## src/rtl/lf_cmd_rx.sv

```systemverilog
// LF command/config front end: oversampled SPI receiver in the pck0 domain that
// decodes command frames into config registers, with readback and mode blanking.
module lf_cmd_rx #(
  parameter int FRAME_W           = 16,
  parameter int CMD_W             = 4,
  parameter int SYNC_STAGES       = 2,
  parameter int BLANK_CYCLES      = 4,
  parameter int DIV_DEFAULT       = 95,
  parameter int ED_THRESH_DEFAULT = 127,
  parameter int ERR_CNT_W         = 4
) (
  input  logic                       pck0,
  input  logic                       rst,
  input  logic                       spck,
  input  logic                       ncs,
  input  logic                       mosi,
  output logic                       miso,
  output logic [FRAME_W-CMD_W-1:0]   conf_word,
  output logic [2:0]                 major_mode,
  output logic                       lf_field,
  output logic                       lf_ed_toggle_mode,
  output logic [7:0]                 divisor,
  output logic [7:0]                 lf_ed_threshold,
  output logic                       mode_valid,
  output logic                       cfg_strobe,
  output logic                       frame_err,
  output logic [ERR_CNT_W-1:0]       err_count
);

  localparam int DATA_W  = FRAME_W - CMD_W;
  localparam int CNT_W   = $clog2(FRAME_W + 2);
  localparam int BLANK_W = $clog2(BLANK_CYCLES + 1);

  logic [SYNC_STAGES-1:0] spck_sync_reg, ncs_sync_reg, mosi_sync_reg;
  logic                   spck_d_reg, ncs_d_reg;
  logic                   armed_reg, rx_active_reg, commit_reg;
  logic [CNT_W-1:0]       bit_cnt_reg;
  logic [FRAME_W-1:0]     rx_sreg_reg, tx_sreg_reg;
  logic [DATA_W-1:0]      conf_word_reg;
  logic [7:0]             divisor_reg, threshold_reg;
  logic [BLANK_W-1:0]     blank_cnt_reg;
  logic                   mode_valid_reg, cfg_strobe_reg, frame_err_reg;
  logic [ERR_CNT_W-1:0]   err_count_reg;

  logic spck_s, ncs_s, mosi_s;
  logic spck_rise, spck_fall, ncs_rise, ncs_fall;
  logic [CMD_W-1:0]   cmd;
  logic [DATA_W-1:0]  data;
  logic               len_ok, mode_change;
  logic [FRAME_W-1:0] rb_val;

  assign spck_s    = spck_sync_reg[SYNC_STAGES-1];
  assign ncs_s     = ncs_sync_reg[SYNC_STAGES-1];
  assign mosi_s    = mosi_sync_reg[SYNC_STAGES-1];
  assign spck_rise = spck_s & ~spck_d_reg;
  assign spck_fall = ~spck_s & spck_d_reg;
  assign ncs_rise  = ncs_s & ~ncs_d_reg;
  assign ncs_fall  = ~ncs_s & ncs_d_reg;

  assign cmd         = rx_sreg_reg[FRAME_W-1 -: CMD_W];
  assign data        = rx_sreg_reg[DATA_W-1:0];
  assign len_ok      = (bit_cnt_reg == CNT_W'(FRAME_W));
  assign mode_change = commit_reg && len_ok && (cmd == CMD_W'(1)) &&
                       (data[8:6] != conf_word_reg[8:6]);

  always_comb begin
    rb_val = '0;
    case (data[1:0])
      2'd0:    rb_val = FRAME_W'(conf_word_reg);
      2'd1:    rb_val = FRAME_W'(divisor_reg);
      2'd2:    rb_val = FRAME_W'(threshold_reg);
      default: rb_val = FRAME_W'({err_count_reg, mode_valid_reg, conf_word_reg[8:6]});
    endcase
  end

  always_ff @(posedge pck0) begin
    if (rst) begin
      // Synced ncs resets low so a frame held open across reset never arms the receiver.
      spck_sync_reg  <= '0;
      ncs_sync_reg   <= '0;
      mosi_sync_reg  <= '0;
      spck_d_reg     <= 1'b0;
      ncs_d_reg      <= 1'b0;
      armed_reg      <= 1'b0;
      rx_active_reg  <= 1'b0;
      commit_reg     <= 1'b0;
      bit_cnt_reg    <= '0;
      rx_sreg_reg    <= '0;
      tx_sreg_reg    <= '0;
      conf_word_reg  <= '0;
      divisor_reg    <= 8'(DIV_DEFAULT);
      threshold_reg  <= 8'(ED_THRESH_DEFAULT);
      blank_cnt_reg  <= BLANK_W'(BLANK_CYCLES);
      mode_valid_reg <= 1'b0;
      cfg_strobe_reg <= 1'b0;
      frame_err_reg  <= 1'b0;
      err_count_reg  <= '0;
    end else begin
      spck_sync_reg <= {spck_sync_reg[SYNC_STAGES-2:0], spck};
      ncs_sync_reg  <= {ncs_sync_reg[SYNC_STAGES-2:0], ncs};
      mosi_sync_reg <= {mosi_sync_reg[SYNC_STAGES-2:0], mosi};
      spck_d_reg    <= spck_s;
      ncs_d_reg     <= ncs_s;
      if (ncs_s)
        armed_reg <= 1'b1;

      // Only a frame whose ncs fall was seen while armed can reach commit.
      if (ncs_fall && armed_reg) begin
        rx_active_reg <= 1'b1;
        bit_cnt_reg   <= '0;
      end else if (ncs_rise) begin
        rx_active_reg <= 1'b0;
      end
      commit_reg <= ncs_rise & rx_active_reg;

      if (spck_rise && !ncs_s && rx_active_reg) begin
        rx_sreg_reg <= {rx_sreg_reg[FRAME_W-2:0], mosi_s};
        if (bit_cnt_reg != CNT_W'(FRAME_W + 1))
          bit_cnt_reg <= bit_cnt_reg + 1'b1;
      end

      cfg_strobe_reg <= 1'b0;
      frame_err_reg  <= 1'b0;
      if (spck_fall && !ncs_s)
        tx_sreg_reg <= {tx_sreg_reg[FRAME_W-2:0], 1'b0};

      if (commit_reg) begin
        if (!len_ok) begin
          frame_err_reg <= 1'b1;
          if (err_count_reg != '1)
            err_count_reg <= err_count_reg + 1'b1;
        end else begin
          tx_sreg_reg <= '0;
          case (cmd)
            CMD_W'(1): begin
              conf_word_reg  <= data;
              cfg_strobe_reg <= 1'b1;
              if (data[8:6] == 3'd1)
                threshold_reg <= 8'(ED_THRESH_DEFAULT);
            end
            CMD_W'(2): begin
              divisor_reg    <= data[7:0];
              cfg_strobe_reg <= 1'b1;
            end
            CMD_W'(3): begin
              threshold_reg  <= data[7:0];
              cfg_strobe_reg <= 1'b1;
            end
            CMD_W'(4): tx_sreg_reg <= rb_val;
            default: ;
          endcase
        end
      end

      // mode_valid rises on the same edge the counter lands on zero.
      if (mode_change) begin
        blank_cnt_reg  <= BLANK_W'(BLANK_CYCLES);
        mode_valid_reg <= 1'b0;
      end else if (blank_cnt_reg != '0) begin
        blank_cnt_reg  <= blank_cnt_reg - 1'b1;
        mode_valid_reg <= (blank_cnt_reg == BLANK_W'(1));
      end else begin
        mode_valid_reg <= 1'b1;
      end
    end
  end

  assign miso              = tx_sreg_reg[FRAME_W-1];
  assign conf_word         = conf_word_reg;
  assign major_mode        = conf_word_reg[8:6];
  assign lf_field          = conf_word_reg[0];
  assign lf_ed_toggle_mode = conf_word_reg[1];
  assign divisor           = divisor_reg;
  assign lf_ed_threshold   = threshold_reg;
  assign mode_valid        = mode_valid_reg;
  assign cfg_strobe        = cfg_strobe_reg;
  assign frame_err         = frame_err_reg;
  assign err_count         = err_count_reg;

endmodule
```

## config.mk

```make
export PLATFORM = sky130hd
export DESIGN_NAME = lf_cmd_rx
export DESIGN_NICKNAME = d
export VERILOG_FILES = /design/src/rtl/lf_cmd_rx.sv
export SDC_FILE = /design/constraint.sdc
export NUM_CORES = 1
export LEC_CHECK = 0
export BUFFER_PORTS_ARGS = -buffer_cell sky130_fd_sc_hd__buf_4
export CAP_MARGIN = 20
export CORE_MARGIN = 5
export CORE_UTILIZATION = 47
export CTS_BUF_LIST = sky130_fd_sc_hd__clkbuf_16
export DETAILED_ROUTE_END_ITERATION = 12
export PLACE_DENSITY_LB_ADDON = 0.2
export SETUP_SLACK_MARGIN = 0.02
export SLEW_MARGIN = 20
export SYNTH_ARGS = -nofsm -noshare
export SYNTH_HDL_FRONTEND = slang
export SYNTH_SLANG_ARGS = --single-unit
```

## constraint.sdc

```tcl
create_clock -name pck0 -period 2.31 [get_ports pck0]
set_input_delay 0.462 -clock pck0 [delete_from_list [all_inputs] [get_ports pck0]]
set_output_delay 0.462 -clock pck0 [all_outputs]
set_load 0.01 [all_outputs]
```

# After elaboration in Yosys (flattened, before gate mapping)
# Cells that the tools add are included.
[op_classes]
addsub = 3
n_eq_ne = 13
muxes = 15
bitwise = 11
reduce_logical = 20
[ops]
columns = ["op", "n"]
rows = [
  ["16-bit two-way mux", 4],
  ["12-bit one-hot mux with 3 select lines", 1],
  ["8-bit one-hot mux with 2 select lines", 1],
  ["5-bit two-way mux", 3],
  ["3-bit AND reduction", 3],
  ["4-bit by 2-bit == test with 1-bit output, second input constant", 2],
  ["8-bit two-way mux", 1],
  ["1-bit logical AND", 7],
  ["3-bit by 1-bit == test with 1-bit output, second input constant", 2],
  ["1-bit inverter", 6],
  ["3-bit OR reduction", 2],
  ["5-bit by 1-bit adder with 5-bit output, second input constant", 1],
  ["1-bit AND", 5],
  ["5-bit == test, second input constant", 1],
  ["1-bit two-way mux", 5],
  ["5-bit inequality test, second input constant", 1],
  ["4-bit by 1-bit adder with 4-bit output, second input constant", 1],
  ["4-bit by 1-bit == test with 1-bit output, second input constant", 1],
  ["4-bit by 3-bit == test with 1-bit output, second input constant", 1],
  ["4-bit inequality test, second input constant", 1],
  ["4-bit AND reduction", 1],
  ["2-bit nonzero test", 2],
  ["2-bit OR reduction", 2],
  ["3-bit inequality test", 1],
  ["other kinds (7)", 7],
]
[word_totals]
ff_bits = 86
input_bits = 5
output_inout_bits = 41
elab_cells = 81

# Longest topological paths before layout
# Gate-level depths: netlist of run 1.
[depth]
ltp_word = 6
ltp_mapped = 8
mapped_depth_nobuf = 6

# Worst setup path before layout of run 1
# Ideal clock, no wire load.
[synth_timing]
path_kind = "register to register"
from = "register bit_cnt_reg[0]"
to = "register blank_cnt_reg[2]"
setup_ns = 0.134
arrival_ns = 1.631
required_time_ns = 2.176
slack_ns = 0.544
path_stages_with_launch = 8
n_path_buf = 1
synth_period_minus_slack_ns = 1.766
path_cell_list = "dfxtp_1 > inv_1 > ha_1 > and4bb_1 > buf_4 > nand4b_4 > a31oi_1 > or4_1"
[synth_via]
elab_chain_len = 5
[synth_rtl]
columns = ["item", "line", "source"]
rows = [
  ["start, declared", "37", "logic [CNT_W-1:0] bit_cnt_reg;"],
  ["start signal, assigned", "119", "bit_cnt_reg <= bit_cnt_reg + 1'b1;"],
  ["5-bit == test", "62", "assign len_ok = (bit_cnt_reg == CNT_W'(FRAME_W));"],
  ["1-bit logical AND (3 in a row)", "63", "assign mode_change = commit_reg && len_ok && (cmd == CMD_W'(1)) &&"],
  ["2-bit OR reduction (no line)", "--", ""],
  ["end signal, assigned", "93", "blank_cnt_reg <= BLANK_W'(BLANK_CYCLES);"],
  ["end signal, assigned", "157", "blank_cnt_reg <= BLANK_W'(BLANK_CYCLES);"],
  ["end signal, assigned", "160", "blank_cnt_reg <= blank_cnt_reg - 1'b1;"],
  ["end, declared", "41", "logic [BLANK_W-1:0] blank_cnt_reg;"],
]
# No other way between the ends.
# A chain may end at the register's enable or synchronous reset.

# Worst setup path in the final report of run 1
[layout_timing]
from = "register bit_cnt_reg[0]"
to = "register threshold_reg[5] (netlist: lf_ed_threshold[5])"
[layout_via]
elab_chain_len = 2
[layout_rtl]
columns = ["item", "line", "source"]
rows = [
  ["5-bit == test", "62", ""],
  ["4-bit AND reduction (no line)", "--", ""],
  ["end signal, assigned", "92", "threshold_reg <= 8'(ED_THRESH_DEFAULT);"],
  ["end signal, assigned", "139", "threshold_reg <= 8'(ED_THRESH_DEFAULT);"],
  ["end signal, assigned", "146", "threshold_reg <= data[7:0];"],
  ["end, declared", "40", "logic [7:0] divisor_reg, threshold_reg;"],
]
# No other way between the ends.

==> results.py, run 1 <==
metrics = {
    "floorplan": {
        "die_w_um": 97.7,
        "io_pins": 46,
        "coreArea_um2": 7610,
        "rows": 32,
        "die_y_um": 97.7,
        "initial_core_util_pct": 47.5,
        "die_area_um2": 9540,
    },
    "logic_synthesis": {
        "synth_top_family_by_area": "simple AND/OR/NAND/NOR gates",
        "netlist_instances": 370,
        "synth.largest_area_cell": "dfxtp_1",
        "synthMuxAreaShare_pct": 13.6,
        "ys_ff_latch": 86,
        "synth_compound_area_share_pct": 11.0,
        "ys_types": 43,
        "ys.flop_type": "dfxtp_1",
        "synthSimpleGateAreaFrac_pct": 17.6,
        "synthXorXnorAreaFrac_pct": 1.46,
        "yosys_warnings": 0,
        "synth_nets": 382,
        "synth_fa_ha_area_share_pct": 2.43,
        "seq_area_frac_synth_pct": 47.7,
        "synth_edf_count": 0,
        "synth.area.top_cells": "dfxtp_1 48%, mux2i_1 8.3%, mux4_2 5.0%",
        "synth_top_area_share_pct": 47.7,
        "synth-async-reset-ratio_pct": 0,
        "synth.avg_cell_area_um2": 9.76,
        "syn_area_um2": 3610,
    },
    "cts": {
        "clock_latency_ns": 0.34,
        "numCtsBuffers": 9,
        "ctsHoldBuffers": 0,
        "cts-resized-gates": 0,
        "htree_levels": 3,
        "postCtsSetupRepairBufs": 0,
        "cts_buffer_depth": 2,
        "clk_pin_slew_ns": 0.06,
        "root_buffer": "clkbuf_16",
        "cts_tree": "done",
        "cts.sinks": 86,
    },
    "sta": {
        "setup_viol": 0,
        "skew_ns": 0.00899,
        "finalCritPeriodShare_pct": 86.0,
        "rsz0062_at_grt": "false",
        "worst_pin_slew_ns": 0.653,
        "finalSetupTns_ns": 0,
        "fin_crit_ns": 1.99,
        "fmax_ghz": 0.503,
        "drv_slew": 0,
        "hold_viol": 0,
        "slew_headroom_pct": 56.4,
    },
    "cells_and_area": {
        "fill_cells": 678,
        "area_growth_syn_to_layout_pct": 19.4,
        "nets": 416,
        "multi_input_comb_area_um2": 1670,
        "mostFrequentLayoutCells": "86 x dfxtp_1, 53 x buf_4, 40 x nor2_1, 35 x nand2_1, 30 x mux2i_1",
        "final_common_cell": "dfxtp_1",
        "drive_gt1_share_pct": 20.3,
        "antenna_cells": 0,
        "ff_latch_area_um2": 1720,
    },
    "critical_path": {
        "path_cells": "inv_1 > ha_1 > and4bb_1 > nand2_2 > or3_1 > o22a_1",
        "crit_fanout": 8,
        "slowest_stage": "or3_1",
        "end_kind": "flip-flop",
        "worst-setup-path-type": "flip-flop to flip-flop",
        "cp_data_required_time_ns": 2.54,
        "crit_arrival_ns": 2.21,
        "slowest_delay_ns": 0.50,
        "critPathTopFamily": "simple AND/OR/NAND/NOR gates",
        "cp-start-kind": "flip-flop",
        "worstPathBufferInverterCount": 1,
    },
    "pwr": {
        "total_power_mw": 3.26,
        "leakagePower_nw": 1.71,
        "powerDensity_nw_per_um2": 757,
        "ir_worst_vdd_mv": 0.483,
    },
    "placement": {
        "hpwlAfterDp_mm": 5.44,
        "io_buffers": 45,
        "gp_congestion": 0.784,
    },
    "drt": {
        "routed_via_density": 5.28,
        "drc": 0,
        "vias": 2699,
        "wl_mm": 7.77,
        "drt_first_pass_iters": 4,
        "first_iter_violations": 57,
        "antenna_left": 0,
        "wl_per_cell_um": 15.2,
    },
    "global_route": {
        "grt_pass1_wl_mm": 13.2,
        "grt_pass1_vias": 2671,
        "antenna_found_initial": 0,
        "grt-ovfl-total": 0,
        "grt_usage_pct": 17.3,
        "grt_start_max_net_pins": 38,
    },
    "outcome": {
        "status": "completed",
    },
    "min_path": {
        "hp-class": "primary input to flip-flop",
    },
    "flow_run": {
        "cap_violations": 0,
    },
}
-- metrics by stage --
stage                     hold WS (ns)  util, %  setup WS, ns  std cells  cell area [um2]
after floorplan                  0.414        -         0.544        370             3610
after global placement           0.419     52.4         0.406        495             3990
after detailed placement         0.424     52.4         0.345        495             3990
after CTS                        0.338     56.7         0.333        511             4310
after global routing             0.339     56.7         0.235        511             4310
final                            0.337     56.7         0.323        511             4310
-- cells by family (layout without fill, tap and decap cells) --
logic type                 Yosys count  after routing
AOI/OAI and AO/OA                   61             61
xor gates and xnor gates             6              6
adders and majority gates            7              7
buffers and inverters               49             88
DFF                                 86             86
muxes                               39             39
and+or+nand+nor                    122            122
-- routing by layer --
metal / global-route usage [%] / wire length [um]
met1: 22.4 / 3610
met2: 26.8 / 3600
met3: 6.10 / 430
met4: 5.64 / 125
met5: 0 / 0
-- worst paths after layout --
| kind | cells after the start | startpoint | endpoint | slack [ns] |
|---|---|---|---|---|
| setup / recovery | 6 | bit_cnt_reg[0]$_SDFF_PP0_ | lf_ed_threshold[5]$_SDFFE_PP1P_ | 0.32 |
| hold / removal | 2 | spck | spck_sync_reg[0]$_SDFF_PP0_ | 0.34 |
| hold reg to reg | 1 | spck_sync_reg[0]$_SDFF_PP0_ | spck_sync_reg[1]$_SDFF_PP0_ | 0.44 |
| setup reg to reg | 6 | bit_cnt_reg[0]$_SDFF_PP0_ | lf_ed_threshold[5]$_SDFFE_PP1P_ | 0.32 |
-- power breakdown --
group	internal, mW	switching (mW)	leakage (nW)
Sequential	1.52	0.0207	0.696
Combinational	0.0816	0.0930	0.858
Clock	0.951	0.599	0.154
-- synthesized netlist by cell type, types with 7 or more instances --
master	count
a21oi_1	26
buf_4	9
clkbuf_1	15
dfxtp_1	86
ha_1	7
inv_1	19
mux2i_1	30
mux4_2	8
nand2_1	35
nor2_1	40
nor2b_1	11
o22a_1	7
o22ai_1	9
-- final cells by class --
type,instances,share of cell area (%)
Tap cell,102,2.96
Inverter,19,1.65
Sequential cell,86,39.9
Clock inverter,7,2.26
Multi-Input combinational cell,235,38.7
Timing Repair Buffer,53,9.23
Clock buffer,9,5.22
-- worst reg2reg max path: stages (launching register included) --
cell and delay (ns):
dfxtp_1 0.34, inv_1 0.10, ha_1 0.17, and4bb_1 0.40, nand2_2 0.12, or3_1 0.50
o22a_1 0.25
Power figures use the tool's default switching activity.
==> inputs of run 2 (changes only) <==
- CORE_UTILIZATION: 47 -> 43
- clock period: 2.31 -> 2.46 ns (I/O delays scaled with it)
==> run 2 against run 1 <==
Net effect:
- flip-flop and latch count stayed put
- non-clock buffer count grew 1
- first-iteration DRC count up 79%
- wire length up 3.6%
- sequential power decreased by 6%
- largest cell class unchanged
- largest power group unchanged
==> results.py, run 2 (synthesized netlist as in run 1, its figures left out) <==
metrics = {
    "cells_and_area": {
        "fill_cells": 762,
        "final_common_cell": "dfxtp_1",
        "stdcell_count": 515,
        "final_util_pct": 52.9,
        "finalInstanceArea_um2": 4340,
        "ff_latch_area_um2": 1720,
        "antenna_cells": 0,
        "area_growth_syn_to_layout_pct": 20.3,
        "multi_input_comb_area_um2": 1670,
        "mostFrequentLayoutCells": "86 x dfxtp_1, 54 x buf_4, 40 x nor2_1, 35 x nand2_1, 30 x mux2i_1",
        "drive_gt1_share_pct": 20.7,
        "nets": 417,
    },
    "drt": {
        "routed_via_density": 5.25,
        "drc": 0,
        "antenna_left": 0,
        "vias": 2705,
        "first_iter_violations": 102,
        "wl_mm": 8.05,
        "drt_first_pass_iters": 4,
        "wl_per_cell_um": 15.6,
    },
    "critical_path": {
        "end_kind": "flip-flop",
        "crit_arrival_ns": 2.20,
        "worstPathBufferInverterCount": 2,
        "slowest_delay_ns": 0.37,
        "crit_fanout": 10,
        "worst-setup-path-type": "flip-flop to flip-flop",
        "cp-start-kind": "flip-flop",
        "path_cells": "inv_1 > ha_1 > and4bb_1 > nand4_1 > buf_4 > a211o_1",
        "cp_data_required_time_ns": 2.69,
        "slowest_stage": "and4bb_1",
        "critPathTopFamily": "simple AND/OR/NAND/NOR gates",
    },
    "cts": {
        "root_buffer": "clkbuf_16",
        "postCtsSetupRepairBufs": 0,
        "cts_tree": "done",
        "htree_levels": 3,
        "clock_latency_ns": 0.34,
        "numCtsBuffers": 9,
        "clk_pin_slew_ns": 0.06,
        "cts.sinks": 86,
        "ctsHoldBuffers": 0,
        "cts-resized-gates": 0,
        "cts_buffer_depth": 2,
    },
    "sta": {
        "drv_slew": 0,
        "finalSetupTns_ns": 0,
        "worst_pin_slew_ns": 0.641,
        "finalCritPeriodShare_pct": 80.0,
        "rsz0062_at_grt": "false",
        "fmax_ghz": 0.508,
        "fin_crit_ns": 1.97,
        "skew_ns": 0.00565,
        "setup_viol": 0,
        "hold_viol": 0,
        "setup_ws_ns": 0.493,
        "slew_headroom_pct": 57.2,
    },
    "outcome": {
        "status": "completed",
    },
    "global_route": {
        "grt-ovfl-total": 0,
        "grt_pass1_vias": 2671,
        "grt_usage_pct": 16.8,
        "grt_start_max_net_pins": 42,
        "antenna_found_initial": 0,
        "grt_pass1_wl_mm": 13.5,
    },
    "pwr": {
        "ir_worst_vdd_mv": 0.511,
        "leakagePower_nw": 1.73,
        "powerDensity_nw_per_um2": 729,
    },
    "placement": {
        "io_buffers": 45,
        "placed_cells": 499,
        "gp_congestion": 0.774,
        "hpwlAfterDp_mm": 5.60,
        "placed_area_um2": 4000,
        "dp_slack_ns": 0.473,
    },
    "floorplan": {
        "die_w_um": 102,
        "coreArea_um2": 8220,
        "die_y_um": 102,
        "rows": 33,
        "io_pins": 46,
        "die_area_um2": 10300,
        "initial_core_util_pct": 43.9,
    },
    "flow_run": {
        "cap_violations": 0,
    },
    "min_path": {
        "hp-class": "primary input to flip-flop",
    },
}
[run 2: cell type report]
class / count / area share (%)
sequential: 86 / 39.6
tap: 105 / 3.02
clock inverter: 7 / 2.76
inverter: 19 / 1.64
multi-input combinational: 235 / 38.4
clock buffer: 9 / 5.18
timing repair buffer: 54 / 9.33
[run 2: report_power, final]
group	internal (mW)	leakage, nW	total (mW)	switching, mW
Combinational	0.0768	0.863	0.168	0.0910
Sequential	1.43	0.696	1.44	0.0188
Clock	0.997	0.166	1.56	0.558
Total	2.50	1.73	3.17	0.668
[run 2: path summary, 6_finish.rpt]
check,startpoint,endpoint,slack (ns),cells past startpoint
worst max-delay path,bit_cnt_reg[0]$_SDFF_PP0_,divisor[3]$_SDFFE_PP1P_,0.49,6
worst min-delay path,mosi,mosi_sync_reg[0]$_SDFF_PP0_,0.36,2
worst min register to register,mosi_sync_reg[1]$_SDFF_PP0_,rx_sreg_reg[0]$_SDFFE_PP0N_,0.43,2
worst max register to register,bit_cnt_reg[0]$_SDFF_PP0_,divisor[3]$_SDFFE_PP1P_,0.49,6
[run 2: per-layer routing]
metal / wire (um) / vias to the layer above / track usage (%)
met1: 3700 / 1296 / 22.3
met3: 355 / 15 / 4.06
met5: 0 / - / 0
met4: 151 / 0 / 6.13
met2: 3840 / 52 / 26.6
li1: - / 1342 / -
[run 2: stage by stage]
stage / hold WS (ns) / power (mW)
4_1_cts: 0.355 / 3.20
2_1_floorplan: 0.414 / 1.60
6_report: 0.361 / 3.17
5_1_grt: 0.370 / 3.29
3_3_place_gp: 0.417 / 1.64
3_5_place_dp: 0.427 / 1.64
==> inputs of run 3 (changes only) <==
- clock period: 2.46 -> 2 ns (I/O delays scaled with it)
==> run 3 against run 2 <==
Net effect:
- non-clock buffer count is 4 higher
- clock skew hardly changed
- clock-buffer cell count stayed put
- flip-flop and latch count stayed put
- utilization is 0.20 points lower
- critical endpoint is now blank_cnt_reg[2]$_SDFFE_PP1N_
==> results.py, run 3 (synthesized netlist as in run 1, its figures left out) <==
metrics = {
    "critical_path": {
        "reg2reg_slack_ns": 0.13,
        "slowest_stage": "or4_1",
        "crit_fanout": 6,
        "worst-setup-path-type": "flip-flop to flip-flop",
        "cp_data_required_time_ns": 2.21,
        "worstPathBufferInverterCount": 1,
        "slowest_delay_ns": 0.53,
        "reg2reg_from": "bit_cnt_reg[0]$_SDFF_PP0_",
        "end_kind": "flip-flop",
        "crit_arrival_ns": 2.08,
        "reg2reg_depth": 6,
        "critPathTopFamily": "simple AND/OR/NAND/NOR gates",
        "cp-start-kind": "flip-flop",
        "worst_r2r_endpoint": "blank_cnt_reg[2]$_SDFFE_PP1N_",
        "path_cells": "inv_1 > ha_1 > and4bb_2 > nand4b_4 > a31oi_1 > or4_1",
    },
    "floorplan": {
        "die_w_um": 102,
        "coreArea_um2": 8220,
        "die_y_um": 102,
        "io_pins": 46,
        "initial_core_util_pct": 43.9,
        "die_area_um2": 10300,
        "rows": 33,
    },
    "cells_and_area": {
        "nets": 421,
        "mostFrequentLayoutCells": "86 x dfxtp_1, 57 x buf_4, 40 x nor2_1, 35 x nand2_1, 30 x mux2i_1",
        "antenna_cells": 0,
        "area_growth_syn_to_layout_pct": 19.9,
        "stdcell_count": 518,
        "final_common_cell": "dfxtp_1",
        "drive_gt1_share_pct": 21.1,
    },
    "pwr": {
        "powerDensity_nw_per_um2": 825,
        "ir_worst_vdd_mv": 0.474,
        "leakagePower_nw": 1.72,
    },
    "sta": {
        "setup_viol": 0,
        "drv_slew": 0,
        "fin_crit_ns": 1.87,
        "holdWs_ns": 0.281,
        "slew_headroom_pct": 59.4,
        "rsz0062_at_grt": "false",
        "finalSetupTns_ns": 0,
        "finalCritPeriodShare_pct": 93.5,
        "hold_viol": 0,
        "worst_pin_slew_ns": 0.608,
        "fmax_ghz": 0.534,
        "skew_ns": 0.00552,
    },
    "placement": {
        "gp_congestion": 0.782,
        "io_buffers": 45,
        "hpwlAfterDp_mm": 5.57,
        "placed_cells": 503,
    },
    "cts": {
        "htree_levels": 3,
        "clk_pin_slew_ns": 0.06,
        "clock_latency_ns": 0.33,
        "cts.sinks": 86,
        "numCtsBuffers": 9,
        "ctsHoldBuffers": 0,
        "cts_buffer_depth": 2,
        "cts_tree": "done",
        "root_buffer": "clkbuf_16",
    },
    "drt": {
        "routed_via_density": 5.30,
        "vias": 2745,
        "wl_per_cell_um": 15.5,
        "drt_first_pass_iters": 5,
        "wl_mm": 8.05,
        "drc": 0,
        "antenna_left": 0,
        "first_iter_violations": 109,
    },
    "global_route": {
        "antenna_found_initial": 0,
        "grt_pass1_vias": 2654,
        "grt_start_max_net_pins": 43,
        "grt-ovfl-total": 0,
        "grt_pass1_wl_mm": 13.4,
        "grt_usage_pct": 16.5,
    },
    "flow_run": {
        "cap_violations": 0,
    },
    "outcome": {
        "status": "completed",
    },
    "min_path": {
        "hp-class": "primary input to flip-flop",
        "holdPathEnd": "mosi_sync_reg[0]$_SDFF_PP0_",
        "min_path_cells": 2,
        "hold_start": "mosi",
    },
}
run 3: changes by cell type in the layout (fill, tap and decap cells not counted):
cell        change
clkinv_2        -1
buf_4           +3
clkinvlp_4      +1
buf_12          +1
or3_1           -1
inv_6           -2
and4bb_1        -1
and4bb_2        +1
inv_1           +2
or3_4           +1
clkinv_1        +1
bufinv_16       -2
run 3: final cells by class:
| type | count | area, um2 |
|---|---|---|
| clock buffers | 9 | 225 |
| clock inverters | 6 | 56.3 |
| fillers | 754 | 3890 |
| inverters | 19 | 71.3 |
| multi-input cells | 235 | 1670 |
| flip-flops and latches | 86 | 1720 |
| well taps | 105 | 131 |
| repair buffers | 58 | 448 |
run 3: worst max path at each step:
stage,startpoint,cells past startpoint,to
after floorplan,bit_cnt_reg[0]$_SDFF_PP0_,7,blank_cnt_reg[2]$_SDFFE_PP1N_
after global placement,bit_cnt_reg[0]$_SDFF_PP0_,6,lf_ed_threshold[1]$_SDFFE_PP1P_
after detailed placement,bit_cnt_reg[0]$_SDFF_PP0_,6,lf_ed_threshold[5]$_SDFFE_PP1P_
after CTS,bit_cnt_reg[0]$_SDFF_PP0_,6,lf_ed_threshold[3]$_SDFFE_PP1P_
after global routing,bit_cnt_reg[0]$_SDFF_PP0_,6,blank_cnt_reg[2]$_SDFFE_PP1N_
final,bit_cnt_reg[0]$_SDFF_PP0_,6,blank_cnt_reg[2]$_SDFFE_PP1N_
run 3: repair_timing:
item	CTS	global route
gates resized for setup	1	1
endpoints found under the setup margin	6	7
setup buffers	0	0
run 3: where the power goes:
part | switching [mW] | internal (mW) | leakage (nW)
registers | 0.0263 | 1.75 | 0.696
clock network | 0.631 | 0.946 | 0.138
logic | 0.114 | 0.0983 | 0.885
run 3: routing by layer:
metal	vias to the layer above	track usage [%]	share of wire [%]
met2	64	26.7	47
met3	10	4.89	5.2
li1	1361	-	-
met5	-	0	0
met4	0	3.99	0.93
met1	1310	21.8	47
run 3: per-stage QoR:
step | power [mW] | util [%] | instance area, um2 | worst slack [ns]
2_1_floorplan | 1.97 | - | 3610 | 0.234
3_3_place_gp | 2.02 | 49.2 | 4040 | 0.136
3_5_place_dp | 2.03 | 49.2 | 4040 | 0.0208
4_1_cts | 3.61 | 52.6 | 4320 | 0.0625
5_1_grt | 3.73 | 52.7 | 4330 | 0.0470
6_report | 3.57 | 52.7 | 4330 | 0.129
